**config.mk**
```make
export PLATFORM = sky130hd
export DESIGN_NAME = crc_fcs_inserter
export DESIGN_NICKNAME = d
export VERILOG_FILES = /design/src/rtl/crc_stream_pkg.sv /design/src/rtl/slicing_crc.sv /design/src/rtl/crc_fcs_inserter.sv
export SDC_FILE = /design/constraint.sdc
export NUM_CORES = 1
export LEC_CHECK = 0
export ABC_CLOCK_PERIOD_IN_PS = 19650
export CORE_MARGIN = 10
export CORE_UTILIZATION = 31
export DETAILED_ROUTE_END_ITERATION = 7
export PLACE_DENSITY = 0.58
export SYNTH_ARGS = -nofsm -noshare
export SYNTH_HDL_FRONTEND = slang
export SYNTH_SLANG_ARGS = --single-unit
```
**constraint.sdc**
```tcl
create_clock -name clk -period 19.65 [get_ports clk]
set_input_delay 3.93 -clock clk [delete_from_list [all_inputs] [get_ports clk]]
set_output_delay 3.93 -clock clk [all_outputs]
set_load 0.02 [all_outputs]
```
**src/rtl/crc_stream_pkg.sv**
```systemverilog
// Shared types and byte-enable helpers for the CRC stream blocks.
package crc_stream_pkg;

   localparam int FCS_BYTES = 4;
   localparam int MAX_BYTES = 16;

   typedef enum logic {
      PASS = 1'b0,
      TAIL = 1'b1
   } state_t;

   // Number of set bits in a byte-enable vector (0..MAX_BYTES).
   function automatic logic [4:0] keep_to_count(input logic [MAX_BYTES-1:0] keep);
      logic [4:0] cnt;
      cnt = '0;
      for (int i = 0; i < MAX_BYTES; i++) begin
         cnt = cnt + 5'(keep[i]);
      end
      return cnt;
   endfunction

   // Mask with the lowest n bits set.
   function automatic logic [MAX_BYTES-1:0] count_to_keep(input logic [4:0] n);
      logic [MAX_BYTES-1:0] mask;
      mask = '0;
      for (int i = 0; i < MAX_BYTES; i++) begin
         mask[i] = (5'(i) < n);
      end
      return mask;
   endfunction

   // True when the enables form one unbroken run starting at bit 0.
   function automatic logic keep_contiguous(input logic [MAX_BYTES-1:0] keep);
      return (keep == count_to_keep(keep_to_count(keep)));
   endfunction

endpackage

```
**src/rtl/slicing_crc.sv**
```systemverilog
// Reflected CRC-32 (poly 0xEDB88320) over up to SLICE_LENGTH bytes per cycle.
// Byte i of data is processed before byte i+1; only bytes with valid[i] set
// contribute. reset is a synchronous clear that wins over the update.
module slicing_crc #(
   parameter int          SLICE_LENGTH    = 8,
   parameter logic [31:0] INITIAL_CRC     = 32'hFFFFFFFF,
   parameter bit          INVERT_OUTPUT   = 1'b1,
   parameter bit          REGISTER_OUTPUT = 1'b0
) (
   input  logic                      clk,
   input  logic                      reset,
   input  logic [8*SLICE_LENGTH-1:0] data,
   input  logic [SLICE_LENGTH-1:0]   valid,
   output logic [31:0]               crc
);

   localparam logic [31:0] POLY = 32'hEDB88320;

   function automatic logic [31:0] crc_byte(input logic [31:0] c_in, input logic [7:0] b);
      logic [31:0] c;
      c = c_in ^ {24'h0, b};
      for (int j = 0; j < 8; j++) begin
         c = c[0] ? ((c >> 1) ^ POLY) : (c >> 1);
      end
      return c;
   endfunction

   logic [31:0] crc_q;
   logic [31:0] crc_next;
   logic [31:0] crc_final;

   // Fold every enabled byte of this cycle into the running remainder.
   always_comb begin
      crc_next = crc_q;
      for (int i = 0; i < SLICE_LENGTH; i++) begin
         if (valid[i]) crc_next = crc_byte(crc_next, data[8*i +: 8]);
      end
   end

   assign crc_final = INVERT_OUTPUT ? ~crc_next : crc_next;

   // Running remainder; clear has priority so a new frame starts clean.
   always_ff @(posedge clk) begin
      if (reset) crc_q <= INITIAL_CRC;
      else       crc_q <= crc_next;
   end

   generate
      if (REGISTER_OUTPUT) begin : g_reg
         logic [31:0] crc_r;
         // Optional registered view of the result.
         always_ff @(posedge clk) begin
            if (reset) crc_r <= INVERT_OUTPUT ? ~INITIAL_CRC : INITIAL_CRC;
            else       crc_r <= crc_final;
         end
         assign crc = crc_r;
      end else begin : g_comb
         assign crc = crc_final;
      end
   endgenerate

endmodule

```
**src/rtl/crc_fcs_inserter.sv**
```systemverilog
// Appends the 4-byte CRC-32 FCS after the last payload byte of each frame.
// Handshake: a beat transfers on a rising clk edge where valid and ready are
// both high; the source holds data/keep/last stable while valid && !ready,
// and ready may depend combinationally on the consumer's ready.
module crc_fcs_inserter
   import crc_stream_pkg::*;
#(
   parameter int          DATA_BYTES  = 8,
   parameter logic [31:0] INITIAL_CRC = 32'hFFFFFFFF
) (
   input  logic                    clk,
   input  logic                    reset,
   input  logic [8*DATA_BYTES-1:0] s_data,
   input  logic [DATA_BYTES-1:0]   s_keep,
   input  logic                    s_valid,
   input  logic                    s_last,
   output logic                    s_ready,
   output logic [8*DATA_BYTES-1:0] m_data,
   output logic [DATA_BYTES-1:0]   m_keep,
   output logic                    m_valid,
   output logic                    m_last,
   input  logic                    m_ready,
   output logic [31:0]             frame_count,
   output logic                    keep_error,
   output state_t                  dbg_state
);

   localparam int DW = 8 * DATA_BYTES;

   function automatic logic [DATA_BYTES-1:0] keep_mask(input logic [4:0] n);
      logic [MAX_BYTES-1:0] full;
      full = count_to_keep(n);
      return full[DATA_BYTES-1:0];
   endfunction

   function automatic logic [DW-1:0] mask_bytes(input logic [DW-1:0] d, input logic [DATA_BYTES-1:0] k);
      logic [DW-1:0] r;
      r = '0;
      for (int i = 0; i < DATA_BYTES; i++) begin
         if (k[i]) r[8*i +: 8] = d[8*i +: 8];
      end
      return r;
   endfunction

   state_t                  state_q, state_d;
   logic [31:0]             hold_q, hold_d;
   logic [4:0]              tail_q, tail_d;
   logic                    accept, load_en, load;
   logic [DW-1:0]           nxt_data, last_data;
   logic [DATA_BYTES-1:0]   nxt_keep, core_valid;
   logic                    nxt_last, core_reset;
   logic [31:0]             fcs, fcs_sh;
   logic [4:0]              k;

   assign load_en    = !m_valid || m_ready;
   assign s_ready    = reset && (state_q == PASS) && load_en;
   assign accept     = s_valid && s_ready;
   assign k          = keep_to_count(MAX_BYTES'(s_keep));
   assign core_valid = accept ? s_keep : '0;
   assign core_reset = !reset || (accept && s_last);
   assign dbg_state  = state_q;

   slicing_crc #(
      .SLICE_LENGTH    (DATA_BYTES),
      .INITIAL_CRC     (INITIAL_CRC),
      .INVERT_OUTPUT   (1'b1),
      .REGISTER_OUTPUT (1'b0)
   ) u_crc (
      .clk   (clk),
      .reset (core_reset),
      .data  (s_data),
      .valid (core_valid),
      .crc   (fcs)
   );

   // Build the next output beat and the PASS/TAIL sequencing.
   always_comb begin
      state_d   = state_q;
      hold_d    = hold_q;
      tail_d    = tail_q;
      load      = 1'b0;
      nxt_data  = '0;
      nxt_keep  = '0;
      nxt_last  = 1'b0;
      last_data = '0;
      fcs_sh    = '0;
      for (int i = 0; i < DATA_BYTES; i++) begin
         if (5'(i) < k) begin
            last_data[8*i +: 8] = s_data[8*i +: 8];
         end else if (5'(i) < k + 5'(FCS_BYTES)) begin
            fcs_sh = fcs >> {5'(i) - k, 3'b000};
            last_data[8*i +: 8] = fcs_sh[7:0];
         end
      end
      case (state_q)
         PASS: begin
            if (accept) begin
               load = 1'b1;
               if (!s_last) begin
                  nxt_data = mask_bytes(s_data, s_keep);
                  nxt_keep = s_keep;
               end else if (k + 5'(FCS_BYTES) <= 5'(DATA_BYTES)) begin
                  nxt_data = last_data;
                  nxt_keep = keep_mask(k + 5'(FCS_BYTES));
                  nxt_last = 1'b1;
               end else begin
                  // FCS spills over: keep the bytes that did not fit.
                  nxt_data = last_data;
                  nxt_keep = '1;
                  hold_d   = fcs >> {5'(DATA_BYTES) - k, 3'b000};
                  tail_d   = k + 5'(FCS_BYTES) - 5'(DATA_BYTES);
                  state_d  = TAIL;
               end
            end
         end
         TAIL: begin
            if (load_en) begin
               load     = 1'b1;
               nxt_keep = keep_mask(tail_q);
               nxt_data = mask_bytes(DW'(hold_q), nxt_keep);
               nxt_last = 1'b1;
               state_d  = PASS;
            end
         end
         default: state_d = PASS;
      endcase
   end

   // State, spill-over FCS bytes and the registered output stage.
   always_ff @(posedge clk or negedge reset) begin
      if (!reset) begin
         state_q     <= PASS;
         hold_q      <= '0;
         tail_q      <= '0;
         m_valid     <= 1'b0;
         m_last      <= 1'b0;
         m_keep      <= '0;
         m_data      <= '0;
         frame_count <= '0;
      end else begin
         state_q <= state_d;
         hold_q  <= hold_d;
         tail_q  <= tail_d;
         if (load) begin
            m_valid <= 1'b1;
            m_data  <= nxt_data;
            m_keep  <= nxt_keep;
            m_last  <= nxt_last;
            if (nxt_last) frame_count <= frame_count + 32'd1;
         end else if (m_ready) begin
            m_valid <= 1'b0;
         end
      end
   end

   // Sticky flag for malformed byte enables on accepted beats.
   always_ff @(posedge clk or negedge reset) begin
      if (!reset) begin
         keep_error <= 1'b0;
      end else if (accept && (!keep_contiguous(MAX_BYTES'(s_keep)) ||
                              (s_keep != '1 && !s_last))) begin
         keep_error <= 1'b1;
      end
   end

endmodule

```
==> impl_metrics.json, run 1 <==
{
  "criticalPathCategory": "in -> reg",
  "hold_violations": 0,
  "drive_gt1_share_pct": 7.69,
  "slew_headroom_pct": 12.2,
  "finalSetupTns_ns": 0,
  "antenna_found_initial": 6,
  "place_congestion": 1.01,
  "synthMostInstantiatedCell": "xnor2_1",
  "drt_pass1_iterations": 6,
  "placed_cell_area_um2": 25300,
  "grt_pass1_vias": 20100,
  "setup_viol": 0,
  "cpPeakStageDelay_ns": 0.99,
  "fillers": 7407,
  "clock_latency_ns": 0.46,
  "synth_top_cell_area_share_pct": 16.1,
  "synth_fp_nets": 2740,
  "first_iter_violations": 2818,
  "fmax_ghz": 0.0594,
  "wl_per_cell_um": 27.3,
  "fin_crit_sh_pct": 85.6,
  "final_nets": 2822,
  "syn_to_final_growth_pct": 14.9,
  "hp-class": "reg -> reg",
  "syn-cell-area_um2": 22500,
  "fp.dieW_um": 289,
  "vias": 21600,
  "async_reset_ff_share_pct": 81.9,
  "core-area_um2": 71700,
  "drtAntennaViolNets": 0,
  "grt_pass1_wl_um": 144000,
  "crit_arrival_ns": 17.14,
  "h-tree-depth": 4,
  "routed_wl_um": 101000,
  "worst_setup_path_end_kind": "flop",
  "path_clk_slew_ns": 0.07,
  "fp.dieH_um": 289,
  "finalMaxSlewViolations": 0,
  "period_needed_ns": 16.83,
  "grt_overflow": 0,
  "finalInstanceArea_um2": 25900,
  "rsz0062_at_grt": "false",
  "cts_resized": 0,
  "root_buffer": "clkbuf_16",
  "synth-main-ff-cell": "dfrtp_1",
  "syn_avg_cell_area_um2": 8.54,
  "drv_cap": 0,
  "rows": 98,
  "ioPinCount": 186,
  "critPathMaxFanout": 31,
  "seqCellArea_um2": 4270,
  "multi_input_comb_area_um2": 17500,
  "io_buffers": 185,
  "crit_top_cell": "mux2i_1",
  "postCtsHoldBufs": 0,
  "cts_setup_buffers": 0,
  "design.die.area_um2": 83800,
  "drc_errors": 0,
  "viasPerCell": 5.86,
  "cts_buffer_depth": 2,
  "clock-sinks": 177,
  "initial_core_util_pct": 31.4,
  "ys_seq_elements": 177,
  "cts_tree": "yes",
  "numCtsBuffers": 17,
  "yosysWarnings": 0,
  "worst_pin_slew_ns": 1.31,
  "netlist_instances": 2636,
  "seq_area_frac_synth_pct": 19.0,
  "synth.top_cells.by_count": "xnor2_1 (342), nand2_1 (277), nor2_1 (214)",
  "synth_cell_type_count": 104,
  "synth_edf_count": 0,
  "synth_area_leaders": "dfrtp_1 (16%), xnor2_1 (13%), xnor3_1 (9.1%), mux2i_1 (5.2%), nand2_1 (4.6%)",
  "grt_usage_pct": 23.0,
  "critPathSlowestCell": "mux2i_1",
  "status": "finished clean",
  "dp_hpwl_um": 79200,
  "grt_max_degree": 76,
  "required_ns": 19.96,
  "start_kind": "primary input",
  "synth_top_area_cell": "dfrtp_1",
  "fin_cells": 3682,
  "placed_cells": 3649,
  "skew_ns": 0.0187
}
-- metal layers --
layer	track usage (%)	up-vias	wire length, µm
met5	0	-	64
met4	8.96	10	4090
met3	4.71	212	9460
met2	35.7	1140	44800
met1	30.9	10500	42100
li1	-	9663	-
-- state kept, by name, indices dropped and copies added, names as in the netlist --
register	count
tail_q	5
hold_q	32
m_valid	1
m_last	1
frame_count	32
m_keep	8
u_crc.crc_q	32
m_data	64
keep_error	1
dbg_state	1
-- worst paths after layout --
kind / start / end / slack (ns) / depth (start not counted)
max in group asynchronous: reset / m_data[17] / 14.96 / 2
worst min register to register: frame_count[31] / frame_count[31] / 0.49 / 1
worst max register to register: dbg_state / m_data[32] / 6.45 / 29
min in group asynchronous: reset / m_keep[2] / 3.33 / 1
worst min-delay path: frame_count[31] / frame_count[31] / 0.49 / 1
worst max-delay path: s_keep[0] / m_data[32] / 2.82 / 30
-- critical path, delay by kind of cell --
| family | cells | cell delay, ns |
|---|---|---|
| buffers and inverters | 2 | 1.18 |
| XOR/XNOR | 11 | 5.35 |
| AND/OR/NAND/NOR | 8 | 3.26 |
| AO/OA/AOI/OAI | 2 | 0.50 |
| multiplexers | 7 | 2.84 |
-- layout by cell type, fill, tap and decap left out, drive strengths merged, types with 24 or more instances in the layout --
cell           netlist  routed
xnor3               92      92
dfrtp              145     145
buf                 44      45
or3                 30      30
o21ai              140     140
nor3                59      59
and3                25      25
nor2               214     214
o211ai              34      34
dfxtp               32      32
mux2i              121     121
a21oi              175     175
nand4               28      28
a22oi               24      24
xor2               117     117
and2                31      31
clkdlybuf4s50        0     183
or2                 24      24
inv                 33      40
nand2              278     278
xnor2              363     363
nand3               59      59
-- cell families after synthesis --
family | synth area share (%)
simple gates | 17.9
compound gates | 19.5
xor+xnor | 30.3
buf+inv | 3.48
flops | 19.0
mux | 8.19
fa+ha+maj | 1.63
-- layout make-up --
| class | count | share of cell area (%) |
|---|---|---|
| Multi-Input combinational cell | 2260 | 67.7 |
| Sequential cell | 177 | 16.5 |
| Timing Repair Buffer | 228 | 8.39 |
| Tap cell | 950 | 4.59 |
| Clock buffer | 18 | 1.74 |
| Clock inverter | 14 | 0.556 |
| Inverter | 34 | 0.493 |
| Antenna cell | 1 | 0.00967 |
-- metrics by stage --
| step | setup WS [ns] | hold WS [ns] | util [%] |
|---|---|---|---|
| global placement | 2.81 | 0.462 | 35.2 |
| finish | 2.82 | 0.486 | 36.1 |
| detailed placement | 2.82 | 0.459 | 35.2 |
| CTS | 3.20 | 0.479 | 36.1 |
| floorplan | 6.31 | 0.439 | - |
| global route | 2.53 | 0.502 | 36.1 |
Power of run 1 is not shown: default switching activity piles up to over one toggle a cycle in this logic, so the estimate is an artifact.
==> inputs of run 2 (changes only) <==
--- a/config.mk
+++ b/config.mk
@@ -8,6 +8,7 @@
 export ABC_CLOCK_PERIOD_IN_PS = 19650
 export CORE_MARGIN = 10
 export CORE_UTILIZATION = 31
+export CTS_CLUSTER_SIZE = 20
 export DETAILED_ROUTE_END_ITERATION = 7
 export PLACE_DENSITY = 0.58
 export SYNTH_ARGS = -nofsm -noshare
==> results of run 2 <==
No change in the layout: final DEF, timing and power equal those of run 1.
Power of run 2 is left out for the same reason.
